$ cat src/rtl/piso_ser.sv
// Parallel-in serial-out converter: accepts words over valid/ready, shifts one bit per
// enabled clock, and counts fully shifted words.
module piso_ser #(
    parameter int unsigned WIDTH     = 8,
    parameter bit          MSB_FIRST = 1'b1,
    parameter int unsigned CNT_W     = 16
) (
    input  logic             clk,
    input  logic             rst,
    input  logic [WIDTH-1:0] din,
    input  logic             din_valid,
    output logic             din_ready,
    input  logic             shift_en,
    output logic             sout,
    output logic             sout_valid,
    output logic             sout_last,
    output logic             busy,
    output logic [CNT_W-1:0] word_cnt
);

    localparam int unsigned   IW      = $clog2(WIDTH);
    localparam logic [IW-1:0] LastIdx = IW'(WIDTH - 1);

    typedef enum logic [0:0] {StIdle, StShift} state_e;

    state_e           state_q, state_d;
    logic [WIDTH-1:0] sreg_q, sreg_d;
    logic [IW-1:0]    idx_q, idx_d;
    logic             sout_q, sout_d;
    logic             valid_q, valid_d;
    logic             last_q, last_d;
    logic [CNT_W-1:0] cnt_q, cnt_d;

    logic [IW-1:0]    idx_nxt;
    logic [IW-1:0]    bit_pos;
    logic             word_done;
    logic             load;

    always_comb begin
        state_d   = state_q;
        sreg_d    = sreg_q;
        idx_d     = idx_q;
        sout_d    = sout_q;
        valid_d   = valid_q;
        last_d    = last_q;
        cnt_d     = cnt_q;
        din_ready = 1'b0;

        idx_nxt = idx_q + IW'(1);
        bit_pos = MSB_FIRST ? (LastIdx - idx_nxt) : idx_nxt;

        unique case (state_q)
            StIdle:  din_ready = 1'b1;
            StShift: din_ready = last_q && shift_en;
            default: din_ready = 1'b0;
        endcase

        word_done = (state_q == StShift) && last_q && shift_en;
        load      = din_valid && din_ready;

        if (word_done) begin
            cnt_d = cnt_q + CNT_W'(1);
        end

        // A load on the completing edge takes priority so back-to-back words have no bubble.
        if (load) begin
            state_d = StShift;
            sreg_d  = din;
            idx_d   = '0;
            sout_d  = MSB_FIRST ? din[WIDTH-1] : din[0];
            valid_d = 1'b1;
            last_d  = 1'b0;
        end else if (word_done) begin
            state_d = StIdle;
            idx_d   = '0;
            sout_d  = 1'b0;
            valid_d = 1'b0;
            last_d  = 1'b0;
        end else if ((state_q == StShift) && shift_en) begin
            idx_d  = idx_nxt;
            sout_d = sreg_q[bit_pos];
            last_d = (idx_nxt == LastIdx);
        end
    end

    always_ff @(posedge clk or posedge rst) begin
        if (rst) begin
            state_q <= StIdle;
            sreg_q  <= '0;
            idx_q   <= '0;
            sout_q  <= 1'b0;
            valid_q <= 1'b0;
            last_q  <= 1'b0;
            cnt_q   <= '0;
        end else begin
            state_q <= state_d;
            sreg_q  <= sreg_d;
            idx_q   <= idx_d;
            sout_q  <= sout_d;
            valid_q <= valid_d;
            last_q  <= last_d;
            cnt_q   <= cnt_d;
        end
    end

    assign sout       = sout_q;
    assign sout_valid = valid_q;
    assign sout_last  = last_q;
    assign busy       = valid_q;
    assign word_cnt   = cnt_q;

endmodule

$ cat config.mk
export PLATFORM = sky130hd
export DESIGN_NAME = piso_ser
export DESIGN_NICKNAME = d
export VERILOG_FILES = /design/src/rtl/piso_ser.sv
export SDC_FILE = /design/constraint.sdc
export NUM_CORES = 1
export LEC_CHECK = 0
export BUFFER_PORTS_ARGS = -buffer_cell sky130_fd_sc_hd__buf_2
export CORE_ASPECT_RATIO = 1.2
export CORE_MARGIN = 3
export CORE_UTILIZATION = 56
export DETAILED_ROUTE_END_ITERATION = 8
export HOLD_SLACK_MARGIN = 0.02
export PLACE_DENSITY = 0.82
export SYNTH_ARGS = -nofsm -noshare
export SYNTH_HDL_FRONTEND = slang
export SYNTH_SLANG_ARGS = --single-unit
$ cat constraint.sdc
create_clock -name clk -period 3.61 [get_ports clk]
set_clock_uncertainty 0.15 [all_clocks]
set_input_delay 0.361 -clock clk [delete_from_list [all_inputs] [get_ports clk]]
set_output_delay 0.361 -clock clk [all_outputs]
set_load 0.01 [all_outputs]
==> After elaboration in Yosys (flattened, before gate mapping) <==
Index checks and enable logic that the tools add are counted.
W data, S select, Z words.
{ "classes": {"muxes": 14, "magnitude_cmp": 1, "n_reduce_logical": 7, "bitwise_logic": 1, "n_eq_ne": 1, "add_sub_neg": 3} }
{ "ops": {"columns": ["op", "n"], "rows": [
  ["$add A16 B1 Y16 const B", 1],
  ["$mux W1", 9],
  ["$mux W3", 3],
  ["$logic_and A1 B1 Y1", 5],
  ["$lt A3 B4 Y1 const B", 1],
  ["$add A3 B1 Y3 const B", 1],
  ["$bmux W1 S3", 1],
  ["$eq A3 B3 Y1 const B", 1],
  ["$reduce_bool A3 Y1", 1],
  ["$sub A3 B3 Y3 const A", 1],
  ["$pmux W1 S2", 1],
  ["$reduce_bool A2 Y1", 1],
  ["$not A1 Y1", 1]
]} }
{ "word_totals": {"output_inout_bits": 21, "inputBits": 12, "wordCells": 33, "ff_bits": 30} }

==> Logic depth before layout (Yosys ltp) <==
Gate-level depths: netlist (run 1).
{ "depth": {"ltp_word": 7, "depth_mapped": 5, "mapped_depth_nobuf": 5} }

==> Worst setup path before layout (run 1) <==
No wires, ideal clock.
{ "synth_path": {"path_type": "reg2reg", "startpoint": "register idx_q[0]", "endpoint": "register sout_q, in the netlist sout", "required_time_ns": 3.333, "stages_incl_launch_ff": 6, "n_path_buf": 0, "slack_ns": 2.050, "setup_ns": 0.127, "arrival_ns": 1.283, "period_less_slack_ns": 1.560, "path_cell_list": "dfrtp_1 > inv_1 > ha_1 > mux4_2 > mux2i_1 > o21ai_0"} }
{ "synth_via": {"elab_chain_len": 7} }
{ "synth_lines": {"columns": ["element", "line_no", "source"], "rows": [
  ["start: declaration", "28", "logic [IW-1:0] idx_q, idx_d;"],
  ["start signal: assignment", "98", "idx_q <= idx_d;"],
  ["$add A3 B1 Y3", "49", "idx_nxt = idx_q + IW'(1);"],
  ["$sub A3 B3 Y3", "50", "bit_pos = MSB_FIRST ? (LastIdx - idx_nxt) : idx_nxt;"],
  ["$bmux W1 S3", "81", "sout_d = sreg_q[bit_pos];"],
  ["$mux W1 (implied by the code)", "81", null],
  ["$mux W1", "79", "end else if ((state_q == StShift) && shift_en) begin"],
  ["$mux W1", "73", "end else if (word_done) begin"],
  ["$mux W1", "66", "if (load) begin"],
  ["end signal: assignment", "99", "sout_q <= sout_d;"],
  ["end: declaration", "29", "logic sout_q, sout_d;"]
]} }
Every way passes these cells. The select of a mux whose other input is x is not followed.
A chain may end at the register's enable or synchronous reset.

==> key figures, run 1 <==
Clock network
  – Clock tree sinks: 30
  – Worst-Skew Late Latency: 330 ps
  – Setup Buffers After CTS: 0
  – Clock buffer count from CTS: 5
  – CTS tree: yes
  – CTS Buffer Depth: 2
  – Clock transition at path regs: 90 ps
  – Clock root buffer: clkbuf_4
  – Hold-fix buffers, CTS: 0
  – Post-CTS sizing: 0
  – H-tree depth: 2

Hold path
  – Min-Delay Path Class: in2reg
  – Hold_sp: din[3]

Floorplanning
  – Core box area: around 2400 um2
  – Die footprint: between 3000 and 4000 um2
  – Starting density of the core: 0.611
  – Top Ports: 33
  – Std-Cell Rows: 19
  – Die W: 52.5 um
  – Die H: 61.8 um

Synth
  – Area contributors post-synth: dfrtp_1 52%, mux2_2 7.8%, xnor2_1 7.2%
  – Yosys top cell area share: 0.517
  – Register area share after synthesis: 0.517
  – Synth cell types: 32
  – Post-synthesis cell count: 123
  – Mapped cell area: roughly 1500 um2
  – Top cells by count, synth: 30 x dfrtp_1, 13 x nand2_1, 12 x xnor2_1, 10 x mux2_2
  – Synth area leader: dfrtp_1
  – Syn_area_per_cell: 11.8 um2
  – EDFF count, synth: 0
  – Most frequent cell after synthesis: dfrtp_1
  – Yosys reg bits: 30
  – Syn nets: 138
  – Async SR Flop Fraction: 1.00
  – Ys flop type: dfrtp_1
  – Yosys warns: 0

STA
  – Final hold vios: 0
  – Final worst-path cycle share: 0.504
  – # setup viols final: 0
  – RSZ-0062 raised after global routing: no
  – Rel. slew slack: 0.251
  – Final Critical Period: 1820 ps
  – Setup_tns: 0 ps
  – Pins Over Slew Limit: 0
  – Fmax: 549 MHz
  – Worst slew pin tran: 1120 ps

GRT
  – Vias in the first global route: between 1000 and 1500
  – Total gr overflow: 0
  – First-pass GRT wire length: 4.64 mm
  – Initial antenna violation count: 0
  – Largest net degree at the start of global routing: 31
  – Total Routing Usage GR: 0.204

Setup path
  – Slowest-stage cell, CP: dfrtp_1
  – CP arrival: between 1000 and 1500 ps
  – WS Path Type: reg2out
  – CP Buf/Inv Count: 1
  – Crit path from: busy
  – CP startpoint kind: flip-flop
  – CP max FO: 14
  – Max incr delay on CP: slightly above 600 ps
  – Crit path max-delay family: flip-flops
  – Critical Path RT: 3100 ps
  – CP Capture Type: output port
  – Critical path cell sequence: nand2_1, buf_2
  – Reg2reg start: idx_q[0]

Placed design
  – Placer Congestion: 0.764
  – Dpl hpwl: roughly 2.1 mm
  – Port buffer count: 32
  – Placed Instances: 183

Drt
  – Final wirelength: between 2 and 3 mm
  – DR WL/cell: 14.9 um
  – Vias: 1035
  – DRT Pass-1 Iters: 4
  – DR vias/cell: 5.45
  – Antenna-violating nets left: 0
  – Residual DRC: 0
  – Drt first-iter violations: 18

Pwr
  – Max VDD drop: between 400 and 500 uV
  – Pleak: 0.856 nW
  – Pwr dens: 635 nW/um2

Layout
  – Synth-to-Final Area Change: 15.6%
  – Layout Cells excl Fill: 190
  – Diodes inserted: 0
  – Layout cell share with drive strength beyond 1: 0.365
  – Core Util, Final: 0.706
  – Final #Nets: 174

Run
  – Max Cap Viol: 0

Outcome
  – Result of the run: finished clean
## stage by stage
| stage | area, um2 | worst slack (ps) | hold slack [ps] | power [mW] |
|---|---|---|---|---|
| 2_1_floorplan | 1450 | 2050 | 302 | 0.786 |
| 6_report | 1680 | 1790 | 112 | 1.07 |
| 3_3_place_gp | 1630 | 1990 | 305 | 0.866 |
| 4_1_cts | 1680 | 1760 | 99.1 | 1.08 |
| 3_5_place_dp | 1630 | 1870 | 311 | 0.896 |
| 5_1_grt | 1680 | 1690 | 97.1 | 1.15 |
## cell type report
class / instances / area (um2)
Sequential cell: 30 / 751
Fill cell: 187 / 699
Multi-Input combinational cell: 85 / 662
Timing Repair Buffer: 32 / 160
Tap cell: 31 / 38.8
Clock buffer: 5 / 37.5
Inverter: 5 / 18.8
Clock inverter: 2 / 10.0
## state kept, by name, indices dropped and copies added (netlist names)
signal     count
busy           1
idx_q          3
sout           1
sout_last      1
word_cnt      16
sreg_q         8
## placed cells by master (no fill, tap or decap)
cell,netlist,routed
a21o_1,1,1
o22ai_1,3,3
nand4_2,1,1
and2_1,1,1
ha_1,3,3
nor3_2,2,2
nand3_1,6,6
nor2_2,1,1
nor2b_1,1,1
dfrtp_1,30,30
mux4_2,2,2
a22o_1,2,2
buf_2,1,32
nor3_1,1,1
mux2_2,10,10
and3_1,1,1
nand2_2,1,1
nand4_4,1,1
or2_4,1,1
a21oi_1,1,1
o21ai_0,2,2
xor2_1,4,4
nand2b_1,3,3
inv_1,5,5
nand2_1,13,13
nand4_1,2,2
clkbuf_4,0,5
clkinv_2,0,2
mux2i_1,2,2
nand3b_1,1,1
xnor2_1,12,12
and4_1,1,1
nor2_1,6,6
## metal layers
layer | share of wire | global-route usage | wire length, um
met4 | 0.024 | 0.102 | 68
met1 | 0.41 | 0.228 | 1170
met2 | 0.50 | 0.339 | 1410
met3 | 0.065 | 0.0835 | 184
met5 | 0 | 0 | 0
## where the power goes
group / total (mW) / leakage, nW / switching [mW] / internal, mW
combinational: 0.363 / 0.439 / 0.157 / 0.206
clock: 0.181 / 0.0308 / 0.111 / 0.0698
sequential: 0.522 / 0.386 / 0.0933 / 0.428
## worst paths after layout
path | end | slack (ps) | cells past startpoint
max in group asynchronous | word_cnt[2] | 2480 | 2
worst min register to register | word_cnt[15] | 320 | 1
worst min-delay path | sreg_q[3] | 110 | 2
worst max-delay path | din_ready | 1790 | 2
min in group asynchronous | word_cnt[4] | 160 | 2
worst max register to register | sout | 1900 | 5
## logic make-up (layout without fill, tap and decap cells)
logic type	after synthesis	after routing	synth area share
AOI/OAI and AO/OA	9	9	0.0405
xor gates and xnor gates	16	16	0.0965
adders and majority gates	3	3	0.0259
buffers and inverters	8	44	0.0267
DFF	30	30	0.517
muxes	14	14	0.122
and+or+nand+nor	43	43	0.171
Power figures use the tool's default switching activity.
==> run 2: changes to the inputs <==
Settings changed: ABC_AREA set to 1, CORE_UTILIZATION 56 to 53, PLACE_DENSITY 0.82 to 0.78.
Clock period 3.61 ns to 1.8 ns, I/O delays scaled along.
==> key figures, run 2 <==
Synth
  – Synth cell types: 21
  – Syn_area_per_cell: 8.28 um2
  – Area contributors post-synth: dfrtp_1 50%, nand2_1 12%, inv_1 6.5%
  – Most frequent cell after synthesis: nand2_1
  – Adder-Cell Fraction of Synth Area: 0.0252
  – Post-Synth XOR/XNOR Area: 0.0647
  – EDFF count, synth: 0
  – Largest family of logic cells by synthesized area: simple AND/OR/NAND/NOR gates
  – Post-synthesis cell count: 180
  – Yosys reg bits: 30
  – Ys flop type: dfrtp_1
  – Async SR Flop Fraction: 1.00
  – Mapped cell area: 1490 um2
  – Register area share after synthesis: 0.504
  – Synth area leader: dfrtp_1
  – Yosys top cell area share: 0.504
  – Top cells by count, synth: 49 x nand2_1, 30 x dfrtp_1, 26 x inv_1, 18 x nor2_1, 16 x nand3_1
  – Yosys warns: 0
  – Syn nets: 195
  – Multiplexer area fraction after synthesis: 0
  – Post-synthesis simple-gate area fraction: 0.285
  – Compound-cell area share of the yosys netlist: 0.0403

Clock network
  – Clock transition at path regs: approximately 90 ps
  – CTS Buffer Depth: 2
  – Clock root buffer: clkbuf_4
  – Clock buffer count from CTS: 5
  – Worst-Skew Late Latency: roughly 330 ps
  – Setup Buffers After CTS: 0
  – Clock tree sinks: 30
  – H-tree depth: 2
  – CTS tree: yes

STA
  – # setup viols final: 0
  – Pins Over Slew Limit: 0
  – Final Critical Period: 1590 ps
  – Final worst-path cycle share: 0.885
  – Worst slew pin tran: 367 ps
  – Rel. slew slack: 0.755
  – RSZ-0062 raised after global routing: no
  – Fmax: roughly 630 MHz
  – Final hold vios: 0
  – Setup_tns: 0 ps

Layout
  – Layout filler cell count: approximately 220
  – Diodes inserted: 0
  – Number of flip-flops under the largest register name: 16
  – Most frequent cells in the layout: 49 x nand2_1, 32 x buf_2, 29 x dfrtp_1
  – Layout cell share with drive strength beyond 1: 0.220
  – Multi-input gate area: 619 um2
  – Layout Cells excl Fill: 260
  – Final #Nets: 241
  – Register area: between 700 and 800 um2
  – Leading cell type in the layout, fill and taps excluded: nand2_1
  – Synth-to-Final Area Change: 22.9%

Drt
  – Drt first-iter violations: 19
  – Vias: 1282
  – DR WL/cell: 11.2 um
  – Antenna-violating nets left: 0
  – Final wirelength: 2.90 mm
  – DRT Pass-1 Iters: 4
  – DR vias/cell: 4.93
  – Residual DRC: 0

GRT
  – Total gr overflow: 0
  – Initial antenna violation count: 0
  – First-pass GRT wire length: a little over 5 mm
  – Vias in the first global route: 1202
  – Total Routing Usage GR: 0.199
  – Largest net degree at the start of global routing: 31

Placed design
  – Placer Congestion: 0.975
  – Port buffer count: 32
  – Dpl hpwl: 2.15 mm
  – Placed Instances: 243

Setup path
  – Critical Path RT: about 1900 ps
  – CP arrival: 1720 ps
  – Slowest-stage cell, CP: dfrtp_2
  – Critical path cell sequence: inv_1, ha_1, inv_1, nor2_1, nand2_1, nand3_1, nand3_1, nand2_1
  – CP startpoint kind: flip-flop
  – CP Capture Type: flip-flop
  – CP max FO: 9
  – Crit path max-delay family: flip-flops
  – Max incr delay on CP: roughly 440 ps
  – CP Buf/Inv Count: 2
  – WS Path Type: reg2reg

Pwr
  – Pleak: 1.01 nW
  – Max VDD drop: about 800 uV
  – Pwr dens: ~1200 nW/um2

Floorplanning
  – Std-Cell Rows: 20
  – Die W: 54.4 um
  – Die H: 64.1 um
  – Starting density of the core: 0.573
  – Core box area: between 2000 and 3000 um2
  – Top Ports: 33
  – Die footprint: 3490 um2

Run
  – Max Cap Viol: 0

Outcome
  – Result of the run: finished clean

Hold path
  – Min-Delay Path Class: in2reg
==> run 2: cell count changes in the layout (fill, tap and decap cells not counted), moves of 5 or more <==
cell,before,now
nand3_1,6,16
nand2_1,13,49
dlygate4sd3_1,0,9
inv_1,5,26
nor2_1,6,18
o21ai_1,0,5
xnor2_1,12,6
mux2_2,10,0
==> run 2: cell families after synthesis <==
| kind of cell | count (synthesis) |
|---|---|
| compound gates | 11 |
| buf+inv | 30 |
| simple gates | 95 |
| flops | 30 |
| fa+ha+maj | 3 |
| xor+xnor | 11 |
==> run 2: final timing paths <==
path / start / end / slack (ps) / cells after the start
min in group asynchronous: rst / word_cnt[13] / 310 / 4
max in group asynchronous: rst / idx_q[0] / 900 / 4
worst max register to register: idx_q[0] / sout / 210 / 8
worst min-delay path: din_valid / busy / 40 / 3
worst max-delay path: idx_q[0] / sout / 210 / 8
worst min register to register: word_cnt[7] / word_cnt[7] / 350 / 1
==> run 2: report_power, final <==
| part | switching [mW] | leakage (nW) | internal (mW) | total [mW] |
|---|---|---|---|---|
| clock network | 0.225 | 0.0353 | 0.189 | 0.414 |
| logic | 0.460 | 0.596 | 0.300 | 0.760 |
| registers | 0.133 | 0.376 | 0.846 | 0.978 |
| total | 0.817 | 1.01 | 1.33 | 2.15 |
==> run 2: final cells by class <==
class | count | share of cell area
clock buffers | 7 | 0.0301
flip-flops and latches | 30 | 0.411
well taps | 33 | 0.0225
clock inverters | 1 | 0.00273
repair buffers | 42 | 0.141
multi-input cells | 120 | 0.338
inverters | 27 | 0.0553
==> run 2: metrics by stage <==
step / hold slack, ps / worst slack [ps] / power [mW] / area (um2) / util
finish: 39.0 / 207 / 2.15 / 1830 / 0.704
global placement: 115 / 281 / 1.67 / 1680 / 0.646
CTS: 38.1 / 159 / 2.16 / 1830 / 0.703
global route: 34.2 / 7.24 / 2.33 / 1830 / 0.704
detailed placement: 125 / 173 / 1.73 / 1680 / 0.646
floorplan: 121 / 240 / 1.52 / 1490 / -
==> run 2: routing by layer <==
metal | GRT usage | part of all wire | wire length, um | vias up
met5 | 0 | 0 | 0 | -
met4 | 0.0841 | 0.023 | 68 | 0
met3 | 0.0816 | 0.057 | 165 | 9
met2 | 0.322 | 0.52 | 1500 | 37
met1 | 0.222 | 0.40 | 1160 | 592
li1 | - | - | - | 644
==> run 2: timing repair <==
item,4_1_cts,5_1_grt
hold buffers,9,0
hold endpoints to repair,39,0
endpoints found under the setup margin,0,1
resized for setup,0,1
==> run 2: tightest hold or removal path: cells and delay by family <==
family / cells / cell delay (ps)
simple gates: 2 / 220
buf+inv: 1 / 80
==> run 3: changes to the inputs <==
Settings changed: CORE_UTILIZATION 53 to 33, GPL_ROUTABILITY_DRIVEN set to 0, PLACE_DENSITY 0.78 to not set.
==> key figures, run 3 (same netlist as run 2, synthesis figures left out) <==
Outcome
  – Result of the run: finished clean

Clock network
  – Post-CTS sizing: 0
  – Clock buffer count from CTS: 5
  – Setup Buffers After CTS: 0
  – CTS Buffer Depth: 2
  – Hold-fix buffers, CTS: 9
  – CTS tree: yes
  – Clock tree sinks: 30
  – Clock transition at path regs: 60 ps
  – Clock root buffer: clkbuf_8
  – Worst-Skew Late Latency: 280 ps
  – H-tree depth: 2

Pwr
  – Switching Share: 0.344
  – Power Total: 2.33 mW
  – Net Switching: ~800 uW
  – Gate power share: 0.310
  – Pwr dens: 1220 nW/um2
  – Sequential power share: 0.419
  – Clock power frac: 0.271
  – Pleak: 1.03 nW
  – Max VDD drop: roughly 900 uV
  – Internal power: 1.53 mW

Hold path
  – Min-Delay Path Class: in2reg

Layout
  – Register area: between 700 and 800 um2
  – Most frequent cells in the layout: 49 x nand2_1, 32 x buf_2, 30 x dfrtp_1
  – Layout Cells excl Fill: approximately 280
  – Number of flip-flops under the largest register name: 16
  – Diodes inserted: 0
  – Layout filler cell count: 433
  – Final #Nets: 241
  – Multi-input gate area: 619 um2
  – Leading cell type in the layout, fill and taps excluded: nand2_1
  – Layout cell share with drive strength beyond 1: 0.220
  – Synth-to-Final Area Change: 28.1%

GRT
  – Total Routing Usage GR: 0.130
  – Vias in the first global route: 1200
  – Total gr overflow: 0
  – Largest net degree at the start of global routing: 31
  – Initial antenna violation count: 0
  – First-pass GRT wire length: 5.20 mm

Floorplanning
  – Die H: 79.6 um
  – Std-Cell Rows: 26
  – Top Ports: 33
  – Die W: a little under 70 um
  – Die footprint: 5360 um2
  – Starting density of the core: 0.347
  – Core box area: 4290 um2

Drt
  – Vias: 1245
  – DR WL/cell: 10.5 um
  – DRT Pass-1 Iters: 2
  – Final wirelength: between 2 and 3 mm
  – Antenna-violating nets left: 0
  – Residual DRC: 0
  – DR vias/cell: roughly 4.4
  – Drt first-iter violations: 30

STA
  – # setup viols final: 0
  – Setup_tns: 0 ps
  – Fmax: 636 MHz
  – Rel. slew slack: 0.744
  – Pins Over Slew Limit: 0
  – Final Critical Period: 1570 ps
  – Final hold vios: 0
  – Final worst-path cycle share: 0.874
  – RSZ-0062 raised after global routing: no
  – Worst slew pin tran: around 380 ps

Setup path
  – R2R Setup Slk: 230 ps
  – CP startpoint kind: flip-flop
  – Critical Path RT: 1820 ps
  – CP arrival: 1590 ps
  – CP max FO: 9
  – WS Path Type: reg2reg
  – CP Capture Type: flip-flop

Placed design
  – Placed Instances: 266
  – Dpl hpwl: 2.18 mm
  – Port buffer count: 32

Run
  – Max Cap Viol: 0
-- run 3: cell count changes in the layout (fill, tap and decap cells not counted), sizes merged --
cell,previous run,this run
clkbuf,7,8
clkinv,1,0
-- run 3: power groups by stage --
| stage | sequential, mW | combinational (mW) | clock (mW) |
|---|---|---|---|
| floorplan | 0.970 | 0.547 | 0 |
| global placement | 0.984 | 0.713 | 0 |
| detailed placement | 0.985 | 0.722 | 0 |
| CTS | 0.976 | 0.738 | 0.650 |
| global route | 1.00 | 0.858 | 0.686 |
| finish | 0.976 | 0.722 | 0.630 |
-- run 3: area by class of cell --
type,count,share of cell area
clock buffer,8,0.0577
timing repair buffer,42,0.135
inverter,27,0.0531
sequential,30,0.393
multi-input combinational,120,0.324
tap,56,0.0367
-- run 3: worst paths after layout --
kind                                   from          end  cells after the start
worst max-delay path               idx_q[0]         sout                      7
worst min-delay path              din_valid         busy                      3
worst max register to register     idx_q[0]         sout                      7
worst min register to register  word_cnt[7]  word_cnt[7]                      1
max in group asynchronous               rst  word_cnt[0]                      4
min in group asynchronous               rst    sreg_q[0]                      4
-- run 3: per-layer routing --
layer	global-route usage	part of all wire	vias up	routed length, um
met1	0.151	0.45	562	1340
li1	-	-	647	-
met4	0.0487	0.018	0	54
met3	0.0465	0.052	5	156
met5	0	0	-	0
met2	0.215	0.48	31	1420
-- run 3: stage by stage --
step                       util  cell area [um2]  hold WS, ps  setup slack, ps
after floorplan               -             1490          121              240
after global placement    0.398             1710          140              281
after detailed placement  0.398             1710          142              233
after CTS                 0.445             1910         96.2              227
after global routing      0.445             1910          139             54.7
final                     0.445             1910          102              227
-- run 3: critical path, cell delays in order (launching register included) --
cell,delay [ps]
dfrtp_1,480
inv_1,120
ha_1,350
inv_1,60
o211ai_1,90
nand3_1,90
nand3_1,70
nand2_1,50
